## config.mk

```make
export PLATFORM = sky130hd
export DESIGN_NAME = equality_sweeper
export DESIGN_NICKNAME = d
export VERILOG_FILES = /design/src/rtl/equality_sweeper.sv
export SDC_FILE = /design/constraint.sdc
export NUM_CORES = 1
export LEC_CHECK = 0
export CAP_MARGIN = 0
export CORE_MARGIN = 2
export CORE_UTILIZATION = 40
export CTS_CLUSTER_DIAMETER = 40
export DETAILED_ROUTE_END_ITERATION = 7
export PLACE_DENSITY = 0.66
export SLEW_MARGIN = 20
export SYNTH_ARGS = -nofsm -noshare
export SYNTH_HDL_FRONTEND = slang
export SYNTH_SLANG_ARGS = --single-unit
```

## constraint.sdc

```tcl
create_clock -name clk -period 1.9 [get_ports clk]
set_input_delay 0.38 -clock clk [delete_from_list [all_inputs] [get_ports clk]]
set_output_delay 0.38 -clock clk [all_outputs]
set_load 0.01 [all_outputs]
```

## src/rtl/equality_sweeper.sv

```systemverilog
// equality_sweeper: exhaustive on-silicon self-test driver for an equality comparator
module equality_sweeper #(
  parameter int W = 5,
  parameter int SETTLE = 1,
  parameter int ERR_W = 16
) (
  input  logic             clk,
  input  logic             rst,
  input  logic             start,
  output logic [W-1:0]     a,
  output logic [W-1:0]     b,
  input  logic             equal,
  output logic             busy,
  output logic             done,
  output logic             pass,
  output logic [ERR_W-1:0] err_count,
  output logic [W-1:0]     fail_a,
  output logic [W-1:0]     fail_b,
  output logic             fail_valid
);
  localparam int CW = SETTLE > 1 ? $clog2(SETTLE) : 1;
  typedef enum logic [1:0] {IDLE, RUN, DONE} state_t;
  state_t state_q, state_d;
  logic [W-1:0] a_q, a_d, b_q, b_d, fa_q, fa_d, fb_q, fb_d;
  logic [CW-1:0] cnt_q, cnt_d;
  logic [ERR_W-1:0] err_q, err_d;
  logic fv_q, fv_d, sample, mism, last;
  always_comb begin
    state_d = state_q;
    a_d = a_q;
    b_d = b_q;
    fa_d = fa_q;
    fb_d = fb_q;
    cnt_d = cnt_q;
    err_d = err_q;
    fv_d = fv_q;
    sample = state_q == RUN && cnt_q == CW'(SETTLE - 1);
    mism = sample && (equal != (a_q == b_q));
    last = &{a_q, b_q};
    if (state_q != RUN && start) begin
      state_d = RUN;
      a_d = '0;
      b_d = '0;
      cnt_d = '0;
      err_d = '0;
      fv_d = 1'b0;
    end else if (state_q == RUN) begin
      cnt_d = sample ? '0 : cnt_q + CW'(1);
      if (mism) begin
        err_d = err_q + ERR_W'(err_q != '1);
        fa_d = fv_q ? fa_q : a_q;
        fb_d = fv_q ? fb_q : b_q;
        fv_d = 1'b1;
      end
      if (sample && last) state_d = DONE;
      else if (sample) {a_d, b_d} = {a_q, b_q} + (2 * W)'(1);
    end
  end
  always_ff @(posedge clk) begin
    if (rst) begin
      state_q <= IDLE;
      a_q <= '0;
      b_q <= '0;
      fa_q <= '0;
      fb_q <= '0;
      cnt_q <= '0;
      err_q <= '0;
      fv_q <= 1'b0;
    end else begin
      state_q <= state_d;
      a_q <= a_d;
      b_q <= b_d;
      fa_q <= fa_d;
      fb_q <= fb_d;
      cnt_q <= cnt_d;
      err_q <= err_d;
      fv_q <= fv_d;
    end
  end
  assign a = a_q;
  assign b = b_q;
  assign busy = state_q == RUN;
  assign done = state_q == DONE;
  assign pass = done && err_q == '0;
  assign err_count = err_q;
  assign fail_a = fa_q;
  assign fail_b = fb_q;
  assign fail_valid = fv_q;
endmodule
```

Word level (Yosys, flattened, before mapping)
Index checks and enable logic that the tools add are counted.
{"block": "totals", "out_inout_bits": 40, "memories": 0, "ram_bits": 0, "mem_bits_ro": 0, "latchBits": 0, "ff_bits": 40, "input_bits": 4, "wordCells": 41}
{"block": "op_classes", "mul": 0, "muxes": 4, "n_addsub": 3, "div_mod_pow": 0, "bitwise_logic": 4, "magnitude_cmp": 0, "n_eq_ne": 6, "shifts": 0, "reduce_logical": 15}
{"operator": "$add 16x1->16", "n": 1}
{"operator": "$logic_not 16->1", "n": 1}
{"operator": "$ne 16x16->1 const B", "n": 1}
{"operator": "$add 10x1->10 const B", "n": 1}
{"operator": "$reduce_and 10->1", "n": 1}
{"operator": "$reduce_and 2->1", "n": 3}
{"operator": "$eq 5x5->1", "n": 1}
{"operator": "$logic_and 1x1->1", "n": 5}
{"operator": "$mux 1", "n": 4}
{"operator": "$not 1->1", "n": 4}
{"operator": "$reduce_and 4->1", "n": 1}
{"operator": "$reduce_bool 2->1", "n": 2}
{"operator": "$reduce_and 3->1", "n": 1}
{"operator": "$eq 2x1->1 const B", "n": 1}
{"operator": "$eq 2x2->1 const B", "n": 1}
{"operator": "$ne 2x1->1 const B", "n": 1}
{"operator": "$reduce_or 2->1", "n": 1}
{"operator": "$add 1x1->1 const B", "n": 1}
{"operator": "$ne 1x1->1", "n": 1}

Depth between registers and ports, before layout
{"block": "depth", "ltp_word": 6, "ltp_mapped": 11, "depth_no_buf": 10}

Worst setup path before layout
Ideal clock, no wire load.
{"block": "synth_path", "path_kind": "reg-to-reg", "startpoint": "register err_q[3] (netlist: err_count[3])", "endpoint": "register err_q[12] (netlist: err_count[12])", "setup_time_ps": 114, "path_buffers": 1, "synth_period_minus_slack_ps": 2196, "t_arrival_ps": 2082, "setup_slack_ps": -296, "path_stages_with_launch": 12, "required_ps": 1786, "path_cell_list": "dfxtp_1 clkbuf_2 nand4_2 nor3_1 nand4_1 ha_1 ha_1 nand3_1 nor2_1 o211ai_1 a211o_1 nand2_1"}
{"block": "synth_via", "elab_chain_cells": 2}
{"element": "from (decl)", "line": "26", "source": "logic [ERR_W-1:0] err_q, err_d;"}
{"element": "from (signal assigned)", "line": "76", "source": "err_q <= err_d;"}
{"element": "$ne 16x16->1", "line": "50", "source": "err_d = err_q + ERR_W'(err_q != '1);"}
{"element": "$add 16x1->16 *", "line": "50"}
Every way passes the cells marked *; elsewhere a longest branch is shown, timed or not.
A chain may end at the register's enable or synchronous reset.

Worst setup path after layout
{"block": "layout_path", "startpoint": "register err_q[9] (netlist: err_count[9])", "endpoint": "register err_q[12] (netlist: err_count[12])"}
Same word-level chain as after synthesis.

==> summary.md <==
| Metric | Value |
|---|---|
| Port bufs | `43` |
| # hold bufs at CTS | `0` |
| Worst VDD drop | `0.0003390 V` |
| First-pass GRT wire length | `10710 um` |
| Nets | `374` |
| Net Switching | `0.4382 mW` |
| Initial antenna violation count | `0` |
| Via density | `5.337` |
| Final period utilization | `97.49%` |
| Share of layout cells above drive strength 1 | `26.98%` |
| Top cell type's share of synthesized area | `34.63%` |
| Count leader, synth | `dfxtp_1` |
| Netlist cell types | `41` |
| Final count of negative-setup-slack endpoints | `0` |
| Drt first pass iters | `4` |
| Slew at the pin with the worst max-slew slack | `0.3455 ns` |
| Synth warn | `0` |
| Worst Skew | `0.005806 ns` |
| Area of placed instances | `3252 sq um` |
| Comb pwr share | `13.1%` |
| GPL Wtd Cong | `0.8929` |
| Clk_lat worst skew | `0.30 ns` |
| Sw Ratio | `26.17%` |
| Count of pins over their slew limit | `0` |
| Crit Path Max Fanout | `4` |
| DRT iter0 DRCs | `250` |
| Largest net degree at the start of global routing | `27` |
| Routed length per instance | `14.48 um` |
| Share of flip-flops with an asynchronous set or reset | `0%` |
| Post-synth EDFFs | `0` |
| Routed wire length | `6355 um` |
| # rows | `27` |
| Int Pwr | `1.236 mW` |
| WS Path Type | `flop to flop` |
| Worst hold slack | `0.4746 ns` |
| IO Pins | `44` |
| CORE AREA | `5540 sq um` |
| Detailed placer's ending HPWL | `4806 um` |
| Reg-to-reg slack, setup | `0.05 ns` |
| Most numerous cell types in the synthesized netlist | `dfxtp_1, nand2_1, nand2b_1` |
| Syn nets | `285` |
| GRT Util Overall | `21.23%` |
| H-tree depth | `2` |
| Minimum clock period | `1.852 ns` |
| Die Area | `6405 sq um` |
| Pwr dens | `487.3 nW/um^2` |
| Synth area leader | `dfxtp_1` |
| TritonCTS clock tree | `built` |
| Final Hold Fails | `0` |
| Data required time of the worst path | `2.15 ns` |
| Clk buf depth | `2` |
| Register share of total power | `50.3%` |
| Avg Synthesized Cell Area | `8.347 sq um` |
| Area Growth Syn to Fin | `48.59%` |
| Cell Area, Synth | `2312 sq um` |
| Total CTS buffers | `5` |
| Drc violations | `0` |
| Die Ht | `80.03 um` |
| Seq/Total Area, Yosys | `34.63%` |
| Worst setup SP type | `flop` |
| Clock power frac | `36.6%` |
| Top post-synthesis cells by area | `dfxtp_1, mux2i_1, nand2b_1` |
| P_leak | `1.319 nW` |
| Final std cell area, no fill | `3436 sq um` |
| Grt total ovfl | `0` |
| Hold WC Path Type | `flop to flop` |
| Clock Sinks | `40` |
| Fmax | `539.9 MHz` |
| Clock transition at the registers of the reported paths | `0.08 ns` |
| Total number of vias | `2343` |
| Post-synth top flop | `dfxtp_1` |
| Antenna diode count | `0` |
| Fin util | `62.01%` |
| RSZ-0062 raised after global routing | `true` |
| Max Cap Viol | `0` |
| CTS Root Buffer Type | `clkbuf_8` |
| Vias in the first global route | `2137` |
| Antenna Nets Post-Route | `0` |
| Status | `finished, final reports clean` |
| Starting Density | `41.73%` |
| Synth Instances | `277` |
| Synth Register Bits | `40` |
| Data arrival time of the worst path | `2.10 ns` |
| Fill cell count | `487` |
| Die X | `80.03 um` |
| CP endpoint kind | `flop` |
| Slew margin rel. | `76.72%` |
[cell usage in the layout, fill, tap and decap left out, types with 7 or more instances in the layout]
master | Yosys | routed
nand2b_1 | 27 | 27
nor3_1 | 9 | 7
mux2i_1 | 18 | 18
nand3_1 | 11 | 8
a211o_1 | 7 | 7
buf_4 | 0 | 51
dfxtp_1 | 40 | 31
clkdlybuf4s50_1 | 0 | 40
nand4_1 | 19 | 19
nand2_1 | 32 | 30
nor2_1 | 24 | 23
[repair_timing]
item	CTS	global route
pin swaps	3	1
buffers inserted	0	3
endpoints found under the setup margin	9	14
gates resized for setup	8	17
cloned	0	0
endpoints found under the hold margin	0	0
[power by group through the flow]
stage	Combinational [mW]	Clock (mW)	Sequential (mW)
global placement	0.209	0	0.866
global route	0.238	0.667	0.843
finish	0.219	0.613	0.842
detailed placement	0.213	0	0.866
CTS	0.215	0.622	0.846
floorplan	0.116	0	0.872
[worst paths after layout]
| path | from | cells past startpoint | end |
|---|---|---|---|
| hold reg to reg | fail_b[0] | 2 | fail_b[0] |
| setup reg to reg | err_count[9] | 10 | err_count[12] |
| setup / recovery | err_count[9] | 10 | err_count[12] |
| hold / removal | fail_b[0] | 2 | fail_b[0] |
[kinds of logic after synthesis]
kind of cell / synth area share (%)
fa+ha+maj: 2.165
xor+xnor: 4.545
buf+inv: 4.599
mux: 8.279
simple gates: 35.23
flops: 34.63
compound gates: 10.55
[area by class of cell]
cell class | instances | area (sq um) | area share, %
multi-input cells | 216 | 1543 | 44.90
clock inverters | 1 | 6.256 | 0.1821
repair buffers | 97 | 865.8 | 25.20
well taps | 72 | 90.09 | 2.622
inverters | 6 | 22.52 | 0.6555
clock buffers | 7 | 86.33 | 2.513
flip-flops and latches | 40 | 822.0 | 23.93
[metal layers]
metal / wire, um / vias to the layer above / share of wire (%) / global-route usage [%]
li1: - / 1178 / - / -
met1: 3144 / 1099 / 49 / 32.02
met2: 2785 / 60 / 44 / 29.92
met3: 360 / 6 / 5.7 / 5.430
met4: 64 / 0 / 1.0 / 4.746
met5: 0 / - / 0 / 0
[flip-flops by register name (all words and copies together), names as in the netlist]
signal      cells
b               5
a               5
fail_a          5
fail_valid      1
fail_b          5
state_q         2
err_count      16
cnt_q           1
[per-stage QoR]
stage	cells	total power, mW	worst slack, ns	TNS, ns
6_report	439	1.674	0.04764	0
4_1_cts	436	1.683	-0.03321	-0.03321
5_1_grt	439	1.748	-0.1110	-0.4875
2_1_floorplan	277	0.9880	-0.02608	-0.07664
3_5_place_dp	428	1.079	-0.04598	-0.1418
3_3_place_gp	428	1.075	-0.07917	-0.1505
[critical path: stages (launching register included)]
cell,delay (ns)
dfxtp_4,0.36
nand4_1,0.16
nor3_4,0.05
nand4_1,0.11
ha_2,0.24
ha_4,0.17
nand3_2,0.10
nor2_4,0.13
o211ai_1,0.12
a211o_1,0.31
nand2_1,0.06
Note: power is estimated with default switching activity, not from simulation.
